`config.mk`:
```
export PLATFORM = sky130hd
export DESIGN_NAME = rom_arbiter_flat
export DESIGN_NICKNAME = d
export VERILOG_FILES = /design/src/rtl/rom_arbiter_if.sv /design/src/rtl/rom_arbiter.sv /design/src/flat_wrapper.sv
export SDC_FILE = /design/constraint.sdc
export NUM_CORES = 1
export LEC_CHECK = 0
export CORE_ASPECT_RATIO = 0.7
export CORE_MARGIN = 2
export CORE_UTILIZATION = 37
export DETAILED_ROUTE_END_ITERATION = 12
export PLACE_DENSITY_LB_ADDON = 0.12
export SLEW_MARGIN = 30
export SYNTH_ARGS = -nofsm -noshare
export SYNTH_HDL_FRONTEND = slang
export SYNTH_SLANG_ARGS = --single-unit
```
`constraint.sdc`:
```
create_clock -name clk -period 4.1 [get_ports clk]
set_input_delay 0.82 -clock clk [delete_from_list [all_inputs] [get_ports clk]]
set_output_delay 0.82 -clock clk [all_outputs]
set_load 0.01 [all_outputs]
```
`src/rtl/rom_arbiter_if.sv`:
```
// Two-port ROM read bundle: requests and held responses for
// port 0 (core fetch) and port 1 (loader/debug).
interface rom_arbiter_if #(
  parameter int ADDR_W = 8,
  parameter int DATA_W = 32
);
  logic              req0_valid;
  logic [ADDR_W-1:0] req0_addr;
  logic              req0_ready;
  logic              rsp0_valid;
  logic [DATA_W-1:0] rsp0_data;
  logic              rsp0_ready;

  logic              req1_valid;
  logic [ADDR_W-1:0] req1_addr;
  logic              req1_ready;
  logic              rsp1_valid;
  logic [DATA_W-1:0] rsp1_data;
  logic              rsp1_ready;

  modport master (
    output req0_valid, req0_addr, rsp0_ready,
    output req1_valid, req1_addr, rsp1_ready,
    input  req0_ready, rsp0_valid, rsp0_data,
    input  req1_ready, rsp1_valid, rsp1_data
  );

  modport slave (
    input  req0_valid, req0_addr, rsp0_ready,
    input  req1_valid, req1_addr, rsp1_ready,
    output req0_ready, rsp0_valid, rsp0_data,
    output req1_ready, rsp1_valid, rsp1_data
  );
endinterface

```
`src/rtl/rom_arbiter.sv`:
```
// Two-port arbiter in front of a combinational instruction ROM.
// Define ROM_ARB_RR_EN for round-robin on contention (else port 0 wins).
module rom_arbiter #(
  parameter int ADDR_W = 8,
  parameter int DATA_W = 32
) (
  input  logic              clk,
  input  logic              rst,
  rom_arbiter_if.slave      bus,
  output logic [ADDR_W-1:0] rom_addr_o,
  input  logic [DATA_W-1:0] rom_data_i,
  output logic              busy_o
);

  logic              el0, el1;
  logic              gnt0, gnt1;

  logic              rsp0_valid_q, rsp0_valid_d;
  logic [DATA_W-1:0] rsp0_data_q, rsp0_data_d;
  logic              rsp1_valid_q, rsp1_valid_d;
  logic [DATA_W-1:0] rsp1_data_q, rsp1_data_d;
  logic [ADDR_W-1:0] rom_addr_q, rom_addr_d;

  // A port may take a new word when its holding slot is empty or draining
  assign el0 = ~rst & bus.req0_valid &
               (~rsp0_valid_q | bus.rsp0_ready);
  assign el1 = ~rst & bus.req1_valid &
               (~rsp1_valid_q | bus.rsp1_ready);

`ifdef ROM_ARB_RR_EN
  logic last_q, last_d;

  always_comb begin
    gnt0   = el0 & (~el1 | last_q);
    gnt1   = el1 & ~gnt0;
    last_d = last_q;
    if (gnt0) last_d = 1'b0;
    else if (gnt1) last_d = 1'b1;
  end

  // Pointer resets to port 1 so port 0 wins the first contention
  always_ff @(posedge clk or posedge rst) begin
    if (rst) last_q <= 1'b1;
    else     last_q <= last_d;
  end
`else
  always_comb begin
    gnt0 = el0;
    gnt1 = el1 & ~el0;
  end
`endif

  always_comb begin
    rom_addr_o = rom_addr_q;
    unique case (1'b1)
      gnt0:    rom_addr_o = bus.req0_addr;
      gnt1:    rom_addr_o = bus.req1_addr;
      default: rom_addr_o = rom_addr_q;
    endcase
    rom_addr_d = rom_addr_o;
  end

  always_comb begin
    rsp0_valid_d = rsp0_valid_q;
    rsp0_data_d  = rsp0_data_q;
    if (gnt0) begin
      rsp0_valid_d = 1'b1;
      rsp0_data_d  = rom_data_i;
    end else if (bus.rsp0_ready) begin
      rsp0_valid_d = 1'b0;
    end
  end

  always_comb begin
    rsp1_valid_d = rsp1_valid_q;
    rsp1_data_d  = rsp1_data_q;
    if (gnt1) begin
      rsp1_valid_d = 1'b1;
      rsp1_data_d  = rom_data_i;
    end else if (bus.rsp1_ready) begin
      rsp1_valid_d = 1'b0;
    end
  end

  always_ff @(posedge clk or posedge rst) begin
    if (rst) begin
      rsp0_valid_q <= 1'b0;
      rsp0_data_q  <= '0;
      rsp1_valid_q <= 1'b0;
      rsp1_data_q  <= '0;
      rom_addr_q   <= '0;
    end else begin
      rsp0_valid_q <= rsp0_valid_d;
      rsp0_data_q  <= rsp0_data_d;
      rsp1_valid_q <= rsp1_valid_d;
      rsp1_data_q  <= rsp1_data_d;
      rom_addr_q   <= rom_addr_d;
    end
  end

  assign bus.req0_ready = gnt0;
  assign bus.req1_ready = gnt1;
  assign bus.rsp0_valid = rsp0_valid_q;
  assign bus.rsp0_data  = rsp0_data_q;
  assign bus.rsp1_valid = rsp1_valid_q;
  assign bus.rsp1_data  = rsp1_data_q;
  assign busy_o         = rsp0_valid_q | rsp1_valid_q;

endmodule

```
`src/flat_wrapper.sv`:
```
// flat-port wrapper written by rule: the top's interface ports become plain ports
module rom_arbiter_flat 
#(
  parameter int ADDR_W = 8,
  parameter int DATA_W = 32
)
  (clk, rst, rom_addr_o, rom_data_i, busy_o, bus_req0_valid, bus_req0_addr, bus_rsp0_ready, bus_req1_valid, bus_req1_addr, bus_rsp1_ready, bus_req0_ready, bus_rsp0_valid, bus_rsp0_data, bus_req1_ready, bus_rsp1_valid, bus_rsp1_data);
  rom_arbiter_if #(.ADDR_W(ADDR_W), .DATA_W(DATA_W)) bus_i ();
  input  logic clk;
  input  logic rst;
  output logic [ADDR_W-1:0] rom_addr_o;
  input  logic [DATA_W-1:0] rom_data_i;
  output logic busy_o;
  input wire logic [$bits(bus_i.req0_valid)-1:0] bus_req0_valid;
  input wire logic [$bits(bus_i.req0_addr)-1:0] bus_req0_addr;
  input wire logic [$bits(bus_i.rsp0_ready)-1:0] bus_rsp0_ready;
  input wire logic [$bits(bus_i.req1_valid)-1:0] bus_req1_valid;
  input wire logic [$bits(bus_i.req1_addr)-1:0] bus_req1_addr;
  input wire logic [$bits(bus_i.rsp1_ready)-1:0] bus_rsp1_ready;
  output wire logic [$bits(bus_i.req0_ready)-1:0] bus_req0_ready;
  output wire logic [$bits(bus_i.rsp0_valid)-1:0] bus_rsp0_valid;
  output wire logic [$bits(bus_i.rsp0_data)-1:0] bus_rsp0_data;
  output wire logic [$bits(bus_i.req1_ready)-1:0] bus_req1_ready;
  output wire logic [$bits(bus_i.rsp1_valid)-1:0] bus_rsp1_valid;
  output wire logic [$bits(bus_i.rsp1_data)-1:0] bus_rsp1_data;
  assign bus_i.req0_valid = bus_req0_valid;
  assign bus_i.req0_addr = bus_req0_addr;
  assign bus_i.rsp0_ready = bus_rsp0_ready;
  assign bus_i.req1_valid = bus_req1_valid;
  assign bus_i.req1_addr = bus_req1_addr;
  assign bus_i.rsp1_ready = bus_rsp1_ready;
  assign bus_req0_ready = bus_i.req0_ready;
  assign bus_rsp0_valid = bus_i.rsp0_valid;
  assign bus_rsp0_data = bus_i.rsp0_data;
  assign bus_req1_ready = bus_i.req1_ready;
  assign bus_rsp1_valid = bus_i.rsp1_valid;
  assign bus_rsp1_data = bus_i.rsp1_data;
  rom_arbiter #(.ADDR_W(ADDR_W), .DATA_W(DATA_W)) u_core (.clk(clk), .rst(rst), .bus(bus_i), .rom_addr_o(rom_addr_o), .rom_data_i(rom_data_i), .busy_o(busy_o));
endmodule
```
==> run metrics <==
Max Freq=0.273 GHz; Post-Syn Nets=251; hpwl dp=5180 µm; DRC violations left=0; Critical Path Slowest Stage Cell=clkdlybuf4s50_1; FP Rows=26; ratio of cells with drive above 1 in the final layout=7.78%; drt pass-1 iters=4; Metal-1 WL=3240 µm; fin util=60.6%; latest clock arrival within the worst-skew pair=330 ps; CP Launch Type=input port; Die Wd=110 µm; clock tree buffer depth=2; HP Class=register to register; vias=2122; Post-Route Skew=4.22 ps; post-synthesis compound-gate area fraction=4.18%; critical path peak fanout=9; count of different cell masters after synthesis=19; CP max stage delay=610 ps; most frequent CP cell=clkdlybuf4s50_1; die area=8590 µm²; mux contribution to synthesized area=24.8%; Fin. Hold Viols=0; all-layer global routing usage=17.6%; # H-tree levels=3; Antenna Violating Nets Remaining=0; post-CTS resize count=0; Starting Density=39.0%; filler instances=624; Vias/cell=4.91; core area=7450 µm²; Iteration-0 DRC Markers=63; CP arrival=2850 ps; Yosys reg bits=74; Post-Synth Simple-Gate Area=4.78%; Synth Area per Inst=14.7 µm²; RSZ-0062 raised after global routing=no; worst endpoint required time=3280 ps; Worst-path clk slew=80 ps; Seq/Total Area, Yosys=63.7%; post-CTS setup buffer count=0; first-pass GRT wire length=11500 µm; CTS Sinks=74; # diodes=0; Max Slew Vio Count=0; IO Pins=131; initial antenna violation count=0; WS Path Type=input port to output port; Pleak=1.85 nW; Placer Congestion=0.774; WL met3=523 µm; Hold-fix buffers, CTS=0; P&R area growth vs syn=55.5%; CTS tree=yes; slew margin rel.=50.5%; Crit. End Element=output port; port buffer count=130; critical path buffer and inverter count=2; DIE HEIGHT=78.1 µm; Power Total=2.14 mW; pwr dens=473 nW/µm²; status=finished, final reports clean; DR WL met2=3300 µm; Syn Std Cell Area=2910 µm²; number of max-cap violations=0; post-synthesis adder-cell area fraction=0%; Root Buffer=clkbuf_8; CTS buffer count=9; synthesized instance count=197; post-route minimum period=3670 ps; drt total wl=7160 µm; worst ir drop on vdd=0.192 mV; Worst-Margin Slew=743 ps; crit-path cells=clkdlybuf4s50_1, nor2b_1, o21ai_0, a31oi_1, clkdlybuf4s50_1; largest net degree at the start of global routing=60; number of setup violations in the final report=0; vias in the first global route=2254; XOR/XNOR share of the synthesized area=0%; commonest non-fill, non-tap cell in the layout=clkdlybuf4s50_1; WL/cell=16.6 µm; critical path's top delay family=buffers and inverters; largest family of logic cells by synthesized area=multiplexers; total gr overflow=0; Synth warnings=0; highest routed layer=met4; fin nets=384; Setup TNS=0 ps; most frequent cells in the layout=clkdlybuf4s50_1 (130), dfrtp_1 (74), mux2_1 (62); final worst path period share=89.5%
==> final timing paths <==
kind	startpoint	endpoint	slack, ps	cells after the start
max	bus_rsp1_ready	rom_addr_o[3]	430	5
min	u_core.bus.rsp1_data[26]	u_core.bus.rsp1_data[26]	490	1
max reg2reg	u_core.bus.rsp1_valid	u_core.bus.rsp1_data[31]	2140	4
min reg2reg	u_core.bus.rsp1_data[26]	u_core.bus.rsp1_data[26]	490	1
max in group asynchronous	rst	u_core.bus.rsp0_data[18]	2370	3
min in group asynchronous	rst	u_core.rom_addr_q[1]	1020	3
==> state kept, by name (all words and copies together), names as in the netlist <==
register	cells
u_core.bus.rsp0_data	32
u_core.bus.rsp1_data	32
u_core.rom_addr_q	8
u_core.bus.rsp0_valid	1
u_core.bus.rsp1_valid	1
==> cell usage after synthesis (all sizes together) <==
cell    count  area, µm²
mux2       64        721
o21ai       9       45.0
a31oi       8       50.1
inv         2       7.50
clkbuf      4       15.0
nand3       9       45.0
a311oi      1       26.3
buf         9       50.1
or2         1       6.26
nor3        8       40.0
nand2       1       3.75
nor2b       3       18.8
nand2b      4       25.0
dfrtp      74       1850
==> per-stage QoR <==
stage / instance area (µm²) / instances / hold WS, ps / setup WS, ps
after CTS: 4520 / 432 / 492 / 457
final: 4520 / 432 / 488 / 431
after global placement: 4310 / 417 / 466 / 501
after floorplan: 2910 / 197 / 529 / 483
after global routing: 4520 / 432 / 508 / 226
after detailed placement: 4310 / 417 / 475 / 463
==> layout make-up <==
class,instances,area [µm²],area share [%]
timing repair buffer,135,1340,29.6
clock buffer,10,128,2.83
inverter,2,11.3,0.249
multi-input combinational,108,986,21.8
clock inverter,5,78.8,1.75
sequential,74,1850,41.0
tap,98,123,2.71
==> per-layer routing <==
layer  global-route usage [%]  vias to the layer above
met1                     22.9                     1066
li1                         -                      969
met3                     6.89                        8
met5                        0                        -
met4                     5.44                        0
met2                     26.9                       79
==> power by group <==
group / total (mW) / internal, mW / switching (mW)
sequential: 0.934 / 0.869 / 0.0660
clock: 0.604 / 0.340 / 0.264
combinational: 0.599 / 0.367 / 0.231
==> worst reg2reg max path, cell delays in order (launching register included) <==
cell and delay [ps]:
dfrtp_1 410, nor2b_1 260, a311oi_4 320, buf_4 460, mux2_1 400
==> logic make-up (layout without fill, tap and decap cells) <==
kind of cell,count (synthesis),in the layout
and+or+nand+nor,26,26
buffers and inverters,15,152
muxes,64,64
AOI/OAI and AO/OA,18,18
DFF,74,74
Note: power is estimated with default switching activity, not from simulation.
